## config.mk

```make
export PLATFORM = sky130hd
export DESIGN_NAME = wb_write_queue
export DESIGN_NICKNAME = d
export VERILOG_FILES = /design/src/rtl/wbq_pkg.sv /design/src/rtl/wbq_match.sv /design/src/rtl/wb_write_queue.sv
export SDC_FILE = /design/constraint.sdc
export NUM_CORES = 1
export LEC_CHECK = 0
export CORE_MARGIN = 2
export CORE_UTILIZATION = 40
export CTS_BUF_LIST = sky130_fd_sc_hd__clkbuf_16
export DETAILED_ROUTE_END_ITERATION = 16
export GPL_TIMING_DRIVEN = 0
export SYNTH_ARGS = -nofsm -noshare
export SYNTH_HDL_FRONTEND = slang
export SYNTH_SLANG_ARGS = --single-unit
```

## constraint.sdc

```tcl
create_clock -name CLK -period 4.4 [get_ports CLK]
set_clock_uncertainty 0.05 [all_clocks]
set_input_delay 0.88 -clock CLK [delete_from_list [all_inputs] [get_ports CLK]]
set_output_delay 0.88 -clock CLK [all_outputs]
set_load 0.02 [all_outputs]
```

## src/rtl/wbq_pkg.sv

```systemverilog
// Shared types and defaults for the register-file write-back queue.
package wbq_pkg;
  localparam int WBQ_AW = 5;
  localparam int WBQ_DW = 32;

  localparam logic [WBQ_AW-1:0] WBQ_ZERO_RD = 5'd0;

  typedef struct packed {
    logic [WBQ_AW-1:0] rd;
    logic [WBQ_DW-1:0] data;
  } wbq_entry_t;
endpackage

```

## src/rtl/wbq_match.sv

```systemverilog
// Youngest-match search over the queue entries, walking from the head (oldest) to the tail.
// The data path exists only when WBQ_BYPASS_EN is defined.
module wbq_match
  import wbq_pkg::*;
#(
  parameter  int DEPTH = 4,
  parameter  int AW    = WBQ_AW,
  parameter  int DW    = WBQ_DW,
  localparam int CW    = $clog2(DEPTH+1),
  localparam int PW    = $clog2(DEPTH)
) (
  input  logic [DEPTH-1:0][AW-1:0] i_rd_arr,
`ifdef WBQ_BYPASS_EN
  input  logic [DEPTH-1:0][DW-1:0] i_data_arr,
  output logic [DW-1:0]            o_data,
`endif
  input  logic [PW-1:0]            i_rd_ptr,
  input  logic [CW-1:0]            i_count,
  input  logic [AW-1:0]            i_addr,
  output logic                     o_hit
);
  logic [PW-1:0] w_idx;

  // Later (younger) matches overwrite earlier ones.
  always_comb begin
    o_hit = 1'b0;
    w_idx = '0;
`ifdef WBQ_BYPASS_EN
    o_data = '0;
`endif
    for (int i = 0; i < DEPTH; i++) begin
      w_idx = i_rd_ptr + PW'(i);
      if ((CW'(i) < i_count) && (i_addr != AW'(WBQ_ZERO_RD)) &&
          (i_rd_arr[w_idx] == i_addr)) begin
        o_hit = 1'b1;
`ifdef WBQ_BYPASS_EN
        o_data = i_data_arr[w_idx];
`endif
      end
    end
  end
endmodule

```

## src/rtl/wb_write_queue.sv

```systemverilog
// Two-producer write-back queue draining one entry per cycle into the register file.
// Define WBQ_BYPASS_EN to drive fwdA/fwdB with the youngest pending data (otherwise tied to 0).
module wb_write_queue
  import wbq_pkg::*;
#(
  parameter  int DEPTH = 4,
  parameter  int AW    = WBQ_AW,
  parameter  int DW    = WBQ_DW,
  localparam int CW    = $clog2(DEPTH+1),
  localparam int PW    = $clog2(DEPTH)
) (
  input  logic          CLK,
  input  logic          RSTn,
  input  logic          in0_valid,
  output logic          in0_ready,
  input  logic [AW-1:0] in0_rd,
  input  logic [DW-1:0] in0_data,
  input  logic          in1_valid,
  output logic          in1_ready,
  input  logic [AW-1:0] in1_rd,
  input  logic [DW-1:0] in1_data,
  input  logic          hold,
  output logic          RegWr,
  output logic [AW-1:0] rw,
  output logic [DW-1:0] busW,
  input  logic [AW-1:0] ra,
  input  logic [AW-1:0] rb,
  output logic          hitA,
  output logic          hitB,
  output logic [DW-1:0] fwdA,
  output logic [DW-1:0] fwdB,
  output logic [CW-1:0] count
);
  logic [PW-1:0]            r_wrp, r_rdp;
  logic [CW-1:0]            r_count;
  logic [DEPTH-1:0][AW-1:0] r_rd;
  logic [DEPTH-1:0][DW-1:0] r_data;

  logic          w_st0, w_st1, w_pop;
  logic [PW-1:0] w_wr1_idx;

  // Ready looks only at current occupancy, never at this cycle's pop.
  assign in0_ready = (r_count <  CW'(DEPTH));
  assign in1_ready = (r_count <= CW'(DEPTH-2));

  // rd==0 completes the handshake but is dropped.
  assign w_st0 = in0_valid && in0_ready && (in0_rd != AW'(WBQ_ZERO_RD));
  assign w_st1 = in1_valid && in1_ready && (in1_rd != AW'(WBQ_ZERO_RD));
  assign w_pop = (r_count != '0) && !hold;

  assign w_wr1_idx = w_st0 ? (r_wrp + PW'(1)) : r_wrp;

  always_ff @(posedge CLK) begin
    if (w_st0) begin
      r_rd[r_wrp]   <= in0_rd;
      r_data[r_wrp] <= in0_data;
    end
    if (w_st1) begin
      r_rd[w_wr1_idx]   <= in1_rd;
      r_data[w_wr1_idx] <= in1_data;
    end
  end

  always_ff @(posedge CLK or negedge RSTn) begin
    if (!RSTn) begin
      r_wrp   <= '0;
      r_rdp   <= '0;
      r_count <= '0;
    end else begin
      r_wrp   <= r_wrp + PW'(w_st0) + PW'(w_st1);
      r_rdp   <= r_rdp + PW'(w_pop);
      r_count <= r_count + CW'(w_st0) + CW'(w_st1) - CW'(w_pop);
    end
  end

  assign RegWr = w_pop;
  assign rw    = w_pop ? r_rd[r_rdp]   : '0;
  assign busW  = w_pop ? r_data[r_rdp] : '0;
  assign count = r_count;

`ifdef WBQ_BYPASS_EN
  wbq_match #(.DEPTH(DEPTH), .AW(AW), .DW(DW)) u_match_a (
    .i_rd_arr(r_rd), .i_data_arr(r_data), .o_data(fwdA),
    .i_rd_ptr(r_rdp), .i_count(r_count), .i_addr(ra), .o_hit(hitA)
  );
  wbq_match #(.DEPTH(DEPTH), .AW(AW), .DW(DW)) u_match_b (
    .i_rd_arr(r_rd), .i_data_arr(r_data), .o_data(fwdB),
    .i_rd_ptr(r_rdp), .i_count(r_count), .i_addr(rb), .o_hit(hitB)
  );
`else
  wbq_match #(.DEPTH(DEPTH), .AW(AW), .DW(DW)) u_match_a (
    .i_rd_arr(r_rd), .i_rd_ptr(r_rdp), .i_count(r_count), .i_addr(ra), .o_hit(hitA)
  );
  wbq_match #(.DEPTH(DEPTH), .AW(AW), .DW(DW)) u_match_b (
    .i_rd_arr(r_rd), .i_rd_ptr(r_rdp), .i_count(r_count), .i_addr(rb), .o_hit(hitB)
  );
  assign fwdA = '0;
  assign fwdB = '0;
`endif
endmodule

```

==> metrics.txt <==
CP most frequent cell nand4_1; initial core utilization 40.6%; Primary FF master, synth dfxtp_1; Yosys cell types 47; slew margin rel. 45.3%; cell count after placement 1,309; post-synthesis cell area 0.0102 mm²; drt pass-1 iters 4; DRT Wirelength 24.8 mm; RSZ-0062 raised after global routing false; PnR worst setup slack 0.172 ns; final setup vio count 0; Worst path max stage delay 0.63 ns; nets 1,096; most frequent cells in the layout 208 x mux2_2, 148 x dfxtp_1, 123 x clkdlybuf4s50_1; Min Clock Period, post-route 4.23 ns; internal power 0.00648 W; Clk pwr share 14.3%; Worst Path Arrival 3.30 ns; overall power 0.00984 W; status finished clean; critical path class reg -> out; Die Span Y 163 µm; GRT Total Usage 18.8%; routed vias/inst 4.89; DRT met1 WL 11.4 mm; Non-Filler Instances 1,340; Syn. warnings 0; fillcell total 2,284; Switching Fraction 34.2%; number of global-route vias before repair 6,713; Post-CTS Setup Repair Bufs 0; most common cell after layout, fill and taps aside mux2_2; final core occ 50.4%; CP max-delay cell or4b_2; Top Metal Used met4; post-route ant nets 0; Post-Synthesis Cells 793; CTS Root Cell clkbuf_16; Critical Path End Type primary output; max-slew violations 0; core area 0.0250 mm²; Fin. Hold Viols 0; total grt overflow 0; Boundary Pins 198; Setup TNS Final 0 ns; Worst-Margin Slew 0.821 ns; top-area cell type share of the netlist area 29.2%; die width 163 µm; CP max FO 10; Synth area leader dfxtp_1; Worst EP required 3.47 ns; Peak VDD IR 287 µV; maximum clock frequency 0.237 GHz; CTS sink cnt 155; met3 WL 1.08 mm; cell leakage power 5.28 nW; Comb power frac 58.7%; Reg power frac 27.0%; Worst-Skew Late Latency 0.42 ns; P_sw 0.00336 W; Synth Register Bits 155; first-pass GRT wire length 38.2 mm; Clock Path Buffers 2; number of synthesized flops with an enable pin 0; Wirelength per Cell 18.5 µm; Worst-path clk slew 0.07 ns; pwr/cell area 780 mW/mm²; Max Cap Viol 0; Cell Chain, Critical Path clkbuf_4, mux4_2, xnor2_1, nand4_1, or4b_2, nand4_1, clkdlybuf4s50_1; largest net degree at the start of global routing 17; Syn-to-layout area delta 24.2%; CTS Buf Count 17; post-DP HPWL 17.6 mm; number of port buffers 123; TritonCTS clock tree yes; synth top area cells dfxtp_1 29%, mux2_2 23%, mux2_4 13%; Via Count 6,559; Syn Area/Cell 12.8 µm²; GPL Wtd Cong 0.807; share of cells above drive strength 1 49.0%; min-delay worst type reg -> reg; Met2 Wirelength 12.0 mm; starting DRC count in detailed routing 197; Post-synth ARST share 4.52%; drt drc 0; row count 58; r2r setup slk 1.26 ns; Startpoint Class flop; CTS H-tree depth 4; sequential-to-total area share from yosys stat 30.9%; pre-CTS setup slack 0.0483 ns; initial antenna violation count 0; Die Footprint 0.0267 mm²; Final Cycle Share 96.1%
## synthesized netlist by cell type (3+ instances only)
| cell | n |
|---|---|
| nor2b_1 | 39 |
| nor3_1 | 5 |
| nand3_1 | 3 |
| nand2_2 | 4 |
| nand4_1 | 6 |
| buf_1 | 9 |
| ha_1 | 8 |
| buf_12 | 3 |
| mux2_2 | 208 |
| xnor2_1 | 23 |
| buf_2 | 20 |
| buf_8 | 6 |
| mux4_2 | 49 |
| mux2i_1 | 11 |
| nor4_1 | 3 |
| xor2_1 | 22 |
| buf_4 | 64 |
| dfrtp_1 | 7 |
| clkbuf_1 | 10 |
| fa_1 | 3 |
| dfxtp_1 | 148 |
| buf_6 | 5 |
| mux2_4 | 90 |
| nor2_1 | 4 |
| or4_1 | 5 |
| inv_1 | 10 |
## logic make-up (layout without fill, tap and decap cells)
kind of cell	Yosys count	in the layout	synth area share [%]
xor gates and xnor gates	45	45	3.88
DFF	155	155	30.9
buffers and inverters	129	282	9.03
muxes	358	358	48.3
adders and majority gates	11	11	1.58
other	1	65	0.0369
and+or+nand+nor	81	81	4.99
AOI/OAI and AO/OA	13	13	1.31
## area by class of cell
type | count | area (µm²) | share of cell area [%]
Inverter | 11 | 53.8 | 0.426
Timing Repair Buffer | 123 | 1230 | 9.76
Antenna cell | 1 | 2.50 | 0.0198
Tap cell | 330 | 413 | 3.27
Multi-Input combinational cell | 572 | 6340 | 50.3
Clock buffer | 17 | 425 | 3.37
Clock inverter | 15 | 134 | 1.06
Sequential cell | 155 | 3140 | 24.9
Buffer | 116 | 877 | 6.95
## metrics by stage
stage	hold slack (ns)	area, µm²
after CTS	0.469	12600
after detailed placement	0.454	12000
after global routing	0.501	12600
final	0.470	12600
after floorplan	0.427	10400
after global placement	0.457	12000
## flip-flops by register name, indices dropped and copies added (netlist names)
signal  count
r_rdp       2
r_data    128
r_wrp       2
count       3
r_rd       20
## power by group through the flow
stage | Combinational (W) | Clock (W) | Sequential [W]
after floorplan | 0.00454 | 0 | 0.00253
after global placement | 0.00575 | 0 | 0.00265
after detailed placement | 0.00584 | 0 | 0.00266
after CTS | 0.00587 | 0.00144 | 0.00264
after global routing | 0.00623 | 0.00149 | 0.00275
final | 0.00577 | 0.00141 | 0.00265
## routing by layer
layer | track usage (%) | vias up
met4 | 4.10 | 0
met2 | 32.0 | 155
li1 | - | 3169
met5 | 0 | -
met1 | 25.0 | 3219
met3 | 3.30 | 16
## worst max-delay path: cells and delay by family (launching register included)
| family | cells | cell delay [ns] |
|---|---|---|
| xor gates and xnor gates | 1 | 0.16 |
| DFF | 1 | 0.37 |
| and+or+nand+nor | 3 | 0.89 |
| muxes | 1 | 0.58 |
| buffers and inverters | 2 | 0.88 |
## path summary, 6_finish.rpt
path / startpoint / endpoint / cells past startpoint
worst max-delay path: r_rdp[0]$_DFF_PN0_ / hitA / 7
worst min-delay path: r_rdp[0]$_DFF_PN0_ / r_rdp[0]$_DFF_PN0_ / 1
worst max register to register: count[2]$_DFF_PN0_ / count[1]$_DFF_PN0_ / 8
worst min register to register: r_rdp[0]$_DFF_PN0_ / r_rdp[0]$_DFF_PN0_ / 1
max in group asynchronous: RSTn / r_rdp[0]$_DFF_PN0_ / 1
min in group asynchronous: RSTn / r_rdp[1]$_DFF_PN0_ / 1
## timing repair
action | 4_1_cts | 5_1_grt
hold buffers | 0 | 0
endpoints found under the setup margin | 31 | 9
resized for setup | 9 | 3
endpoints found under the hold margin | 0 | 0
Power figures use the tool's default switching activity.
